### config.mk
export PLATFORM = sky130hd
export DESIGN_NAME = keypad_scan_ctl
export DESIGN_NICKNAME = d
export VERILOG_FILES = /design/src/rtl/keypad_pkg.sv /design/src/rtl/keypad_frame_sampler.sv /design/src/rtl/keypad_scan_ctl.sv
export SDC_FILE = /design/constraint.sdc
export NUM_CORES = 1
export LEC_CHECK = 0
export ABC_AREA = 1
export BUFFER_PORTS_ARGS = -buffer_cell sky130_fd_sc_hd__buf_2
export CELL_PAD_IN_SITES_DETAIL_PLACEMENT = 1
export CELL_PAD_IN_SITES_GLOBAL_PLACEMENT = 1
export CORE_ASPECT_RATIO = 0.5
export CORE_MARGIN = 3
export CORE_UTILIZATION = 45
export CTS_CLUSTER_DIAMETER = 80
export CTS_CLUSTER_SIZE = 24
export DETAILED_ROUTE_END_ITERATION = 6
export PLACE_DENSITY_LB_ADDON = 0.2
export SETUP_SLACK_MARGIN = 0.4
export SLEW_MARGIN = 20
export SYNTH_ARGS = -nofsm -noshare
export SYNTH_HDL_FRONTEND = slang
export SYNTH_SLANG_ARGS = --single-unit
### constraint.sdc
create_clock -name clk -period 5.4 [get_ports clk]
set_input_delay 0.81 -clock clk [delete_from_list [all_inputs] [get_ports clk]]
set_output_delay 0.81 -clock clk [all_outputs]
set_load 0.02 [all_outputs]
### src/rtl/keypad_pkg.sv
// Shared types and sizes for the 4x4 active-low keypad scanner.
package keypad_pkg;
  localparam int NUM_ROWS = 4;
  localparam int NUM_COLS = 4;
  localparam int KEY_W    = 4;

  typedef enum logic [1:0] {
    IDLE  = 2'd0,
    DEB   = 2'd1,
    PRESS = 2'd2,
    REL   = 2'd3
  } kp_state_e;

  typedef enum logic [1:0] {
    NONE   = 2'd0,
    SINGLE = 2'd1,
    MULTI  = 2'd2
  } frame_class_e;

  // Frame map bit index is col*4+row; key code is row*4+col.
  function automatic logic [KEY_W-1:0] map_idx_to_key(input logic [3:0] idx);
    return {idx[1:0], idx[3:2]};
  endfunction
endpackage

### src/rtl/keypad_frame_sampler.sv
// Column scan counter, row synchronizer and per-frame key map with classification.
module keypad_frame_sampler
  import keypad_pkg::*;
#(
  parameter int SCAN_DIV_W = 15
) (
  input  logic                clk,
  input  logic                rst,
  input  logic [NUM_ROWS-1:0] row_in,
  output logic [NUM_COLS-1:0] col_out,
  output logic                frame_end,
  output frame_class_e        frame_class,
  output logic [KEY_W-1:0]    frame_key
);
  localparam int SCAN_W = SCAN_DIV_W + 2;

  logic [SCAN_W-1:0]     scan_q;
  logic [1:0]            col_idx;
  logic                  sample;
  logic [NUM_ROWS-1:0]   sync1_q;
  logic [NUM_ROWS-1:0]   sync2_q;
  logic [15:0]           map_q;
  logic [15:0]           map_full;
  logic [4:0]            hits;

  assign col_idx   = scan_q[SCAN_W-1:SCAN_DIV_W];
  assign sample    = &scan_q[SCAN_DIV_W-1:0];
  assign col_out   = ~(4'b0001 << col_idx);
  assign frame_end = sample & (col_idx == 2'd3);

  always_ff @(posedge clk or posedge rst) begin
    if (rst) begin
      scan_q  <= '0;
      sync1_q <= 4'hF;
      sync2_q <= 4'hF;
      map_q   <= 16'h0000;
    end else begin
      scan_q  <= scan_q + SCAN_W'(1);
      sync1_q <= row_in;
      sync2_q <= sync1_q;
      if (sample) begin
        map_q[{col_idx, 2'b00} +: 4] <= ~sync2_q;
      end else begin
        map_q <= map_q;
      end
    end
  end

  // Column 3 is classified from the live sample so the verdict is ready on frame_end.
  always_comb begin
    map_full          = map_q;
    map_full[12 +: 4] = ~sync2_q;
    hits              = 5'd0;
    frame_key         = '0;
    for (int i = 0; i < 16; i++) begin
      hits = hits + {4'd0, map_full[i]};
      if (map_full[i]) begin
        frame_key = map_idx_to_key(4'(i));
      end else begin
        frame_key = frame_key;
      end
    end
    if (hits == 5'd0) begin
      frame_class = NONE;
    end else if (hits == 5'd1) begin
      frame_class = SINGLE;
    end else begin
      frame_class = MULTI;
    end
  end
endmodule

### src/rtl/keypad_scan_ctl.sv
// 4x4 keypad scanner with frame-level press/release debounce and a one-cycle key_valid pulse.
// Optional auto-repeat while a key stays held: define KEYPAD_AUTOREPEAT_EN.
module keypad_scan_ctl
  import keypad_pkg::*;
#(
  parameter int SCAN_DIV_W    = 15,
  parameter int DEBOUNCE_FRMS = 4
`ifdef KEYPAD_AUTOREPEAT_EN
  ,
  parameter int REPEAT_FRMS   = 32
`endif
) (
  input  logic       clk,
  input  logic       rst,
  output logic [3:0] col_out,
  input  logic [3:0] row_in,
  output logic [3:0] key_code,
  output logic       key_valid,
  output logic       key_held
);
  localparam int               CNT_W    = $clog2(DEBOUNCE_FRMS + 1);
  localparam logic [CNT_W-1:0] CNT_ONE  = CNT_W'(1);
  localparam logic [CNT_W-1:0] DEB_LAST = CNT_W'(DEBOUNCE_FRMS);

  logic             frame_end;
  frame_class_e     fclass;
  logic [KEY_W-1:0] fkey;

  kp_state_e        state_q, state_d;
  logic [CNT_W-1:0] cnt_q, cnt_d;
  logic [KEY_W-1:0] cand_q, cand_d;
  logic [KEY_W-1:0] code_q, code_d;
  logic             valid_q, valid_d;
  logic             held_q, held_d;
`ifdef KEYPAD_AUTOREPEAT_EN
  localparam int               RPT_W    = $clog2(REPEAT_FRMS + 1);
  localparam logic [RPT_W-1:0] RPT_ONE  = RPT_W'(1);
  localparam logic [RPT_W-1:0] RPT_LAST = RPT_W'(REPEAT_FRMS);
  logic [RPT_W-1:0] rpt_q, rpt_d;
`endif

  keypad_frame_sampler #(.SCAN_DIV_W(SCAN_DIV_W)) u_sampler (
    .clk        (clk),
    .rst        (rst),
    .row_in     (row_in),
    .col_out    (col_out),
    .frame_end  (frame_end),
    .frame_class(fclass),
    .frame_key  (fkey)
  );

  always_ff @(posedge clk or posedge rst) begin
    if (rst) begin
      state_q <= IDLE;
      cnt_q   <= '0;
      cand_q  <= '0;
      code_q  <= '0;
      valid_q <= 1'b0;
      held_q  <= 1'b0;
`ifdef KEYPAD_AUTOREPEAT_EN
      rpt_q   <= '0;
`endif
    end else begin
      state_q <= state_d;
      cnt_q   <= cnt_d;
      cand_q  <= cand_d;
      code_q  <= code_d;
      valid_q <= valid_d;
      held_q  <= held_d;
`ifdef KEYPAD_AUTOREPEAT_EN
      rpt_q   <= rpt_d;
`endif
    end
  end

  always_comb begin
    state_d = state_q;
    cnt_d   = cnt_q;
    cand_d  = cand_q;
    code_d  = code_q;
    valid_d = 1'b0;
    held_d  = held_q;
`ifdef KEYPAD_AUTOREPEAT_EN
    rpt_d   = rpt_q;
`endif
    if (frame_end) begin
      case (state_q)
        IDLE: begin
          if (fclass == SINGLE) begin
            cand_d = fkey;
            // A single-frame debounce accepts on the very frame that would enter DEB.
            if (DEB_LAST == CNT_ONE) begin
              state_d = PRESS;
              cnt_d   = '0;
              code_d  = fkey;
              valid_d = 1'b1;
              held_d  = 1'b1;
            end else begin
              state_d = DEB;
              cnt_d   = CNT_ONE;
            end
          end else begin
            state_d = IDLE;
          end
        end
        DEB: begin
          if ((fclass == SINGLE) && (fkey == cand_q)) begin
            if ((cnt_q + CNT_ONE) == DEB_LAST) begin
              state_d = PRESS;
              cnt_d   = '0;
              code_d  = cand_q;
              valid_d = 1'b1;
              held_d  = 1'b1;
            end else begin
              cnt_d = cnt_q + CNT_ONE;
            end
          end else begin
            state_d = IDLE;
            cnt_d   = '0;
          end
        end
        PRESS: begin
          if (fclass == NONE) begin
`ifdef KEYPAD_AUTOREPEAT_EN
            rpt_d = '0;
`endif
            if (DEB_LAST == CNT_ONE) begin
              state_d = IDLE;
              cnt_d   = '0;
              held_d  = 1'b0;
            end else begin
              state_d = REL;
              cnt_d   = CNT_ONE;
            end
          end else begin
`ifdef KEYPAD_AUTOREPEAT_EN
            if ((fclass == SINGLE) && (fkey == code_q)) begin
              if ((rpt_q + RPT_ONE) == RPT_LAST) begin
                valid_d = 1'b1;
                rpt_d   = '0;
              end else begin
                rpt_d = rpt_q + RPT_ONE;
              end
            end else begin
              rpt_d = '0;
            end
`else
            state_d = PRESS;
`endif
          end
        end
        REL: begin
          if (fclass == NONE) begin
            if ((cnt_q + CNT_ONE) == DEB_LAST) begin
              state_d = IDLE;
              cnt_d   = '0;
              held_d  = 1'b0;
            end else begin
              cnt_d = cnt_q + CNT_ONE;
            end
          end else begin
            state_d = PRESS;
            cnt_d   = '0;
          end
        end
        default: begin
          state_d = IDLE;
          cnt_d   = '0;
        end
      endcase
    end else begin
      state_d = state_q;
    end
  end

  assign key_code  = code_q;
  assign key_valid = valid_q;
  assign key_held  = held_q;
endmodule

==> summary.md, run 1 <==
| Metric | Value |
|---|---|
| Number of global-route vias before repair | `2572` |
| RSZ-0062 raised after global routing | `false` |
| CP endpoint kind | `flip-flop` |
| Synth Flop Type | `dfrtp_1` |
| Final #Nets | `391` |
| YS warnings | `0` |
| CP Launch Type | `flip-flop` |
| Drt drc | `0` |
| Hold-fix buffers, CTS | `0` |
| Worst hold path class | `flip-flop to flip-flop` |
| Maxcap violations | `0` |
| H-tree levels | `2` |
| Synth top area share | `36.85%` |
| DRT iter0 DRCs | `122` |
| Starting Density | `47.76%` |
| Core area | `6256 um2` |
| Syn Area/Cell | `8.892 um2` |
| EDFF count, synth | `0` |
| Drt wl/cell | `15.82 um` |
| # IOs | `16` |
| Max-slew headroom | `39.15%` |
| Worst path arrival time | `4990 ps` |
| Largest net degree at the start of global routing | `53` |
| Final setup fails | `0` |
| Initial DRT Pass Iterations | `4` |
| Syn Inst Count | `336` |
| P&R area growth vs syn | `12.69%` |
| Tot GR Track Use | `20.37%` |
| Vias post-DR | `2253` |
| P_leak | `1.632 nW` |
| Worst-Margin Slew | `911.7 ps` |
| Area leader, netlist | `dfrtp_1` |
| Vias per cell | `5.018` |
| F_max | `208.2 MHz` |
| Cell variety after synth | `27` |
| CTS buffer count | `5` |
| First-pass GRT wire length | `12300 um` |
| Worst Path Max Fanout | `3` |
| Peak VDD IR | `0.1118 mV` |
| Clk sinks | `52` |
| Power density over the cells | `230.3 nW/um2` |
| Synthesized area | `2988 um2` |
| Area contributors post-synth | `dfrtp_1 (37%), nand2_1 (11%), dfstp_2 (7.0%), inv_1 (6.8%), fa_1 (6.7%)` |
| Skew final | `6.132 ps` |
| Period Utilization, post-route | `88.93%` |
| HPWL after DPL | `5535 um` |
| Total chip power | `0.7755 mW` |
| WL final | `7104 um` |
| Antenna violations before repair | `0` |
| Rows | `20` |
| Register area share after synthesis | `43.89%` |
| WP data required | `5590 ps` |
| Final ANT Viol Nets | `0` |
| Worst-path clk slew | `80 ps` |
| Grt ovf | `0` |
| Run status | `finished, final reports clean` |
| Die area | `7713 um2` |
| Crit Path Class | `flip-flop to flip-flop` |
| Hold Fails Final Rpt | `0` |
| GP Congestion | `0.8288` |
| Layout fillers | `742` |
| Share of layout cells above drive strength 1 | `16.90%` |
| Synth async-reset ratio | `100.0%` |
| Buffers on Ports | `15` |
| Synthesis-stage register bit count | `52` |
| Clk buf depth | `2` |
| CTS tree | `yes` |
| Worst skew pair latency | `300 ps` |
| # diodes | `0` |
| Syn_nets | `367` |
| Max-slew violations | `0` |
| Die Span Y | `63.62 um` |
| Die width | `121.2 um` |
| Post-route minimum period | `4802 ps` |
| Root Buffer | `clkbuf_16` |
| Sum Neg Setup Slack | `0 ps` |
[layout by cell type, fill, tap and decap left out]
cell / netlist / final
buf_4: 0 / 2
nand4_1: 7 / 7
nand4_4: 1 / 1
fa_1: 10 / 8
inv_8: 0 / 1
or4_4: 1 / 1
a21oi_1: 9 / 9
clkbuf_16: 0 / 5
xnor2_2: 0 / 1
dfstp_2: 8 / 8
nor2_1: 27 / 26
ha_1: 15 / 15
dfrtp_1: 44 / 44
nor4b_2: 1 / 1
inv_2: 4 / 5
nor3_2: 1 / 1
mux2_1: 3 / 3
xnor2_1: 8 / 7
nor2_2: 2 / 2
clkinv_4: 0 / 1
fa_2: 0 / 2
nand3_1: 19 / 19
o21ai_0: 13 / 13
xor2_1: 11 / 11
nor3_4: 2 / 2
nand3_2: 1 / 1
buf_2: 0 / 15
clkinv_2: 0 / 1
nor3_1: 4 / 4
nor4_2: 2 / 2
nand2_2: 2 / 4
nor2_4: 2 / 3
nand2_1: 84 / 82
a211oi_2: 1 / 1
clkinvlp_4: 0 / 1
inv_1: 54 / 52
[metal layers]
| layer | up-vias | part of all wire [%] | GRT usage [%] | wire (um) |
|---|---|---|---|---|
| li1 | 1095 | - | - | - |
| met1 | 1115 | 48 | 26.64 | 3435 |
| met2 | 27 | 47 | 34.00 | 3321 |
| met3 | 16 | 3.3 | 5.381 | 236 |
| met4 | 0 | 1.6 | 4.888 | 111 |
| met5 | - | 0 | 0 | 0 |
[synthesized netlist by cell type, types with 3 or more instances]
master	instances
nand3_1	19
mux2_1	3
nor3_1	4
dfrtp_1	44
inv_1	54
xor2_1	11
inv_2	4
nand4_1	7
dfstp_2	8
nand2_1	84
fa_1	10
xnor2_1	8
ha_1	15
nor2_1	27
o21ai_0	13
a21oi_1	9
[power breakdown]
group / leakage [nW] / total (mW) / internal [mW] / switching [mW]
sequential: 0.685 / 0.398 / 0.395 / 0.00332
combinational: 0.876 / 0.0441 / 0.0147 / 0.0293
clock: 0.0719 / 0.333 / 0.176 / 0.157
[cells by family (layout without fill, tap and decap cells)]
family / after synthesis / count (layout) / share of synthesized area (%)
compound gates: 23 / 23 / 4.104
xor+xnor: 19 / 19 / 5.570
fa+ha+maj: 25 / 25 / 12.98
buf+inv: 58 / 83 / 7.286
flops: 52 / 52 / 43.89
mux: 3 / 3 / 1.131
simple gates: 156 / 156 / 25.04
[registers in the layout, summed over array words and instances (netlist names)]
signal	cells
key_valid	1
u_sampler.scan_q	17
u_sampler.map_q	12
u_sampler.sync1_q	4
u_sampler.sync2_q	4
cand_q	4
key_held	1
key_code	4
cnt_q	3
state_q	2
[critical path, cell delays in order, from the launching register on]
cell	delay [ps]
dfrtp_1	400
ha_1	310
fa_1	500
fa_1	430
fa_1	510
inv_1	50
fa_1	450
fa_2	350
inv_2	80
fa_2	460
nor2_4	100
inv_1	70
nor3_4	150
nand2_2	90
nor3_4	260
nand4_1	190
nand2_2	140
inv_2	50
nand2_1	60
nand2_1	50
[cell type report]
type / count / area (um2) / share of cell area (%)
inverter: 58 / 219.0 / 6.503
clock buffer: 5 / 125.1 / 3.716
multi-input combinational: 226 / 1484 / 44.07
clock inverter: 3 / 27.53 / 0.8175
sequential: 52 / 1311 / 38.94
timing repair buffer: 17 / 90.09 / 2.676
tap: 88 / 110.1 / 3.270
[repair_timing]
action / CTS / global route
setup endpoints to repair: 0 / 13
buffers inserted: 0 / 2
gates resized for setup: 0 / 8
[stage by stage]
step                      worst slack, ps  utilization, %  instances  area [um2]  hold WS (ps)
after floorplan                     821.7               -        336        2988         345.2
after detailed placement            479.6           50.72        439        3173         347.3
after global placement              692.9           50.72        439        3173         346.2
final                               598.0           53.82        449        3367         356.9
after CTS                           458.9           53.16        447        3326         358.4
after global routing                398.9           53.82        449        3367         362.8
[path summary, 6_finish.rpt]
kind                                 startpoint              endpoint  slack (ps)  depth (start not counted)
max                          u_sampler.map_q[0]            state_q[0]         600                         19
min                        u_sampler.sync1_q[1]  u_sampler.sync2_q[1]         360                          0
max reg2reg                  u_sampler.map_q[0]            state_q[0]         600                         19
min reg2reg                u_sampler.sync1_q[1]  u_sampler.sync2_q[1]         360                          0
max in group asynchronous                   rst           key_code[0]        4180                          2
min in group asynchronous                   rst    u_sampler.map_q[2]         670                          2
Power figures use the tool's default switching activity.
==> run 2, diff against run 1 <==
CORE_MARGIN = 2   (was 3)
==> run 2 against run 1 <==
Non-clock buffer count increased by 1. Sequential cell count stayed put. Routed wire length down 5.8%. Core utilization increased by 0.42 points. Global-route usage rose by 0.28 points. Cell count grew 0.22%. Cell area is 0.37% higher.
==> summary.md, run 2 (synthesis gave the netlist of run 1 again) <==
| Metric | Value |
|---|---|
| Drt wl/cell | `14.86 um (-6.1%)` |
| Drt drc | `0 (unchanged)` |
| CTS buffer count | `5 (unchanged)` |
| Worst r2r path cells | `15 (-4)` |
| F_max | `209.8 MHz (+0.73%)` |
| Root Buffer | `clkbuf_16` |
| Max-slew headroom | `40.42% (+1.3 points)` |
| HPWL after DPL | `5232 um (-5.5%)` |
| Layout fillers | `744 (+0.27%)` |
| Max-slew violations | `0 (unchanged)` |
| Worst-Margin Slew | `892.6 ps (-19.09 ps)` |
| Final cell utilization of the core | `54.24% (+0.42 points)` |
| DRT iter0 DRCs | `74 (-39%)` |
| DP Worst Slack | `416.5 ps (-63.11 ps)` |
| Core area | `6231 um2 (-0.40%)` |
| Period Utilization, post-route | `88.28% (-0.65 points)` |
| Total chip power | `0.7726 mW (-0.37%)` |
| Sum Neg Setup Slack | `0 ps (unchanged)` |
| Number of global-route vias before repair | `2370 (-7.9%)` |
| Worst hold path class | `flip-flop to flip-flop` |
| Most frequent cells in the layout | `nand2_1 (82), inv_1 (51), dfrtp_1 (44)` |
| Placed cell area | `3173 um2 (unchanged)` |
| Sw Pwr | `0.1758 mW (-7.4%)` |
| DP Cell Count | `439 (unchanged)` |
| Peak VDD IR | `0.1735 mV (+55%)` |
| Hold Fails Final Rpt | `0 (unchanged)` |
| Clk buf depth | `2 (unchanged)` |
| Hold WS | `356.6 ps (-0.3780 ps)` |
| Post-route minimum period | `4767 ps (-34.91 ps)` |
| Grt ovf | `0 (unchanged)` |
| Run status | `finished, final reports clean` |
| First-pass GRT wire length | `11490 um (-6.6%)` |
| Worst-path clk slew | `70 ps (about the same)` |
| # IOs | `16 (unchanged)` |
| Vias per cell | `4.964 (-1.1%)` |
| Finished Cell Area | `3379 um2 (+0.37%)` |
| P&R area growth vs syn | `13.11%` |
| Die Span Y | `61.62 um (-3.1%)` |
| Die width | `119.2 um (-1.6%)` |
| Power density over the cells | `228.6 nW/um2 (-0.74%)` |
| Largest regs | `u_sampler.scan_q (17), u_sampler.map_q (12)` |
| PnR worst setup slack | `632.9 ps (+34.91 ps)` |
| Commonest non-fill, non-tap cell in the layout | `nand2_1` |
| Starting Density | `47.95% (+0.19 points)` |
| Worst skew pair latency | `300 ps (about the same)` |
| CTS tree | `yes` |
| Share of layout cells above drive strength 1 | `17.40% (+0.51 points)` |
| Final ANT Viol Nets | `0 (unchanged)` |
| Die area | `7347 um2 (-4.7%)` |
| CP Launch Type | `flip-flop` |
| Antenna violations before repair | `0 (unchanged)` |
| Final #Nets | `392 (+0.26%)` |
| CP endpoint kind | `flip-flop` |
| Reg with most FFs | `u_sampler.scan_q` |
| Final setup fails | `0 (unchanged)` |
| Worst Path Max Fanout | `5 (+2)` |
| Tot GR Track Use | `20.65% (+0.28 points)` |
| Worst hold stages | `0 (unchanged)` |
| WP data required | `5580 ps (about the same)` |
| RSZ-0062 raised after global routing | `false` |
| Clk sinks | `52 (unchanged)` |
| P_leak | `1.629 nW (-0.23%)` |
| # diodes | `0 (unchanged)` |
| Initial DRT Pass Iterations | `4 (unchanged)` |
| Logic pwr share | `6.0% (+0.3 points)` |
| Maxcap violations | `0 (unchanged)` |
| Largest register FFs | `17 (unchanged)` |
| Sequential share of power | `51.6% (+0.3 points)` |
| Crit Path Class | `flip-flop to flip-flop` |
| Sw Ratio | `22.75% (-1.7 points)` |
| GP Congestion | `0.8148 (-1.7%)` |
| Skew final | `6.707 ps (+0.5745 ps)` |
| Worst path arrival time | `4950 ps (-40 ps)` |
| Vias post-DR | `2234 (-0.84%)` |
| WL final | `6689 um (-5.8%)` |
| Buffers on Ports | `15 (unchanged)` |
| H-tree levels | `2 (unchanged)` |
| Largest net degree at the start of global routing | `53 (unchanged)` |
| Pint | `0.5968 mW (+1.9%)` |
| Clk network pwr share | `42.4% (-0.6 points)` |
| Post-route insts no fill | `450 (+0.22%)` |
| Rows | `20 (unchanged)` |
run 2: worst paths after layout:
kind	start	to	slack [ps]
max	u_sampler.sync2_q[0]	cand_q[1]	630
min	u_sampler.sync1_q[1]	u_sampler.sync2_q[1]	360
max reg2reg	u_sampler.sync2_q[0]	cand_q[1]	630
min reg2reg	u_sampler.sync1_q[1]	u_sampler.sync2_q[1]	360
max in group asynchronous	rst	state_q[0]	4200
min in group asynchronous	rst	u_sampler.scan_q[12]	670
run 2: power by group through the flow:
stage | Sequential (mW) | Clock, mW | Combinational [mW]
after floorplan | 0.404 | 0 | 0.0291
after global placement | 0.405 | 0 | 0.0383
after detailed placement | 0.406 | 0 | 0.0408
after CTS | 0.398 | 0.334 | 0.0408
after global routing | 0.399 | 0.353 | 0.0525
final | 0.398 | 0.328 | 0.0464
run 2: area by class of cell:
type,count,area (um2),share of cell area (%)
multi-input cells,226,1491,44.13
flip-flops and latches,52,1311,38.80
inverters,58,219.0,6.479
clock buffers,7,142.6,4.221
well taps,88,110.1,3.258
repair buffers,18,97.59,2.888
clock inverters,1,7.507,0.2221
run 2: metal layers:
layer / up-vias / part of all wire (%) / track usage [%]
met4: 0 / 1.3 / 7.653
met1: 1113 / 47 / 26.14
met2: 19 / 48 / 36.12
li1: 1095 / - / -
met3: 7 / 3.3 / 4.630
met5: - / 0 / 0
run 2: critical path: stages (launching register included):
cell and delay, ps:
dfstp_2 570, inv_2 50, fa_1 550, fa_1 440
fa_1 490, inv_1 50, fa_1 460, fa_2 350
inv_2 80, fa_2 440, nor2_2 110, inv_1 70
nor3_4 190, buf_4 150, nand4_1 250, mux2_1 410
run 2: repair_timing:
| action | in CTS | in global routing |
|---|---|---|
| setup buffers | 0 | 3 |
| hold buffers | 0 | 0 |
| gates resized for setup | 0 | 9 |
| endpoints found under the hold margin | 0 | 0 |
| setup endpoints to repair | 0 | 15 |
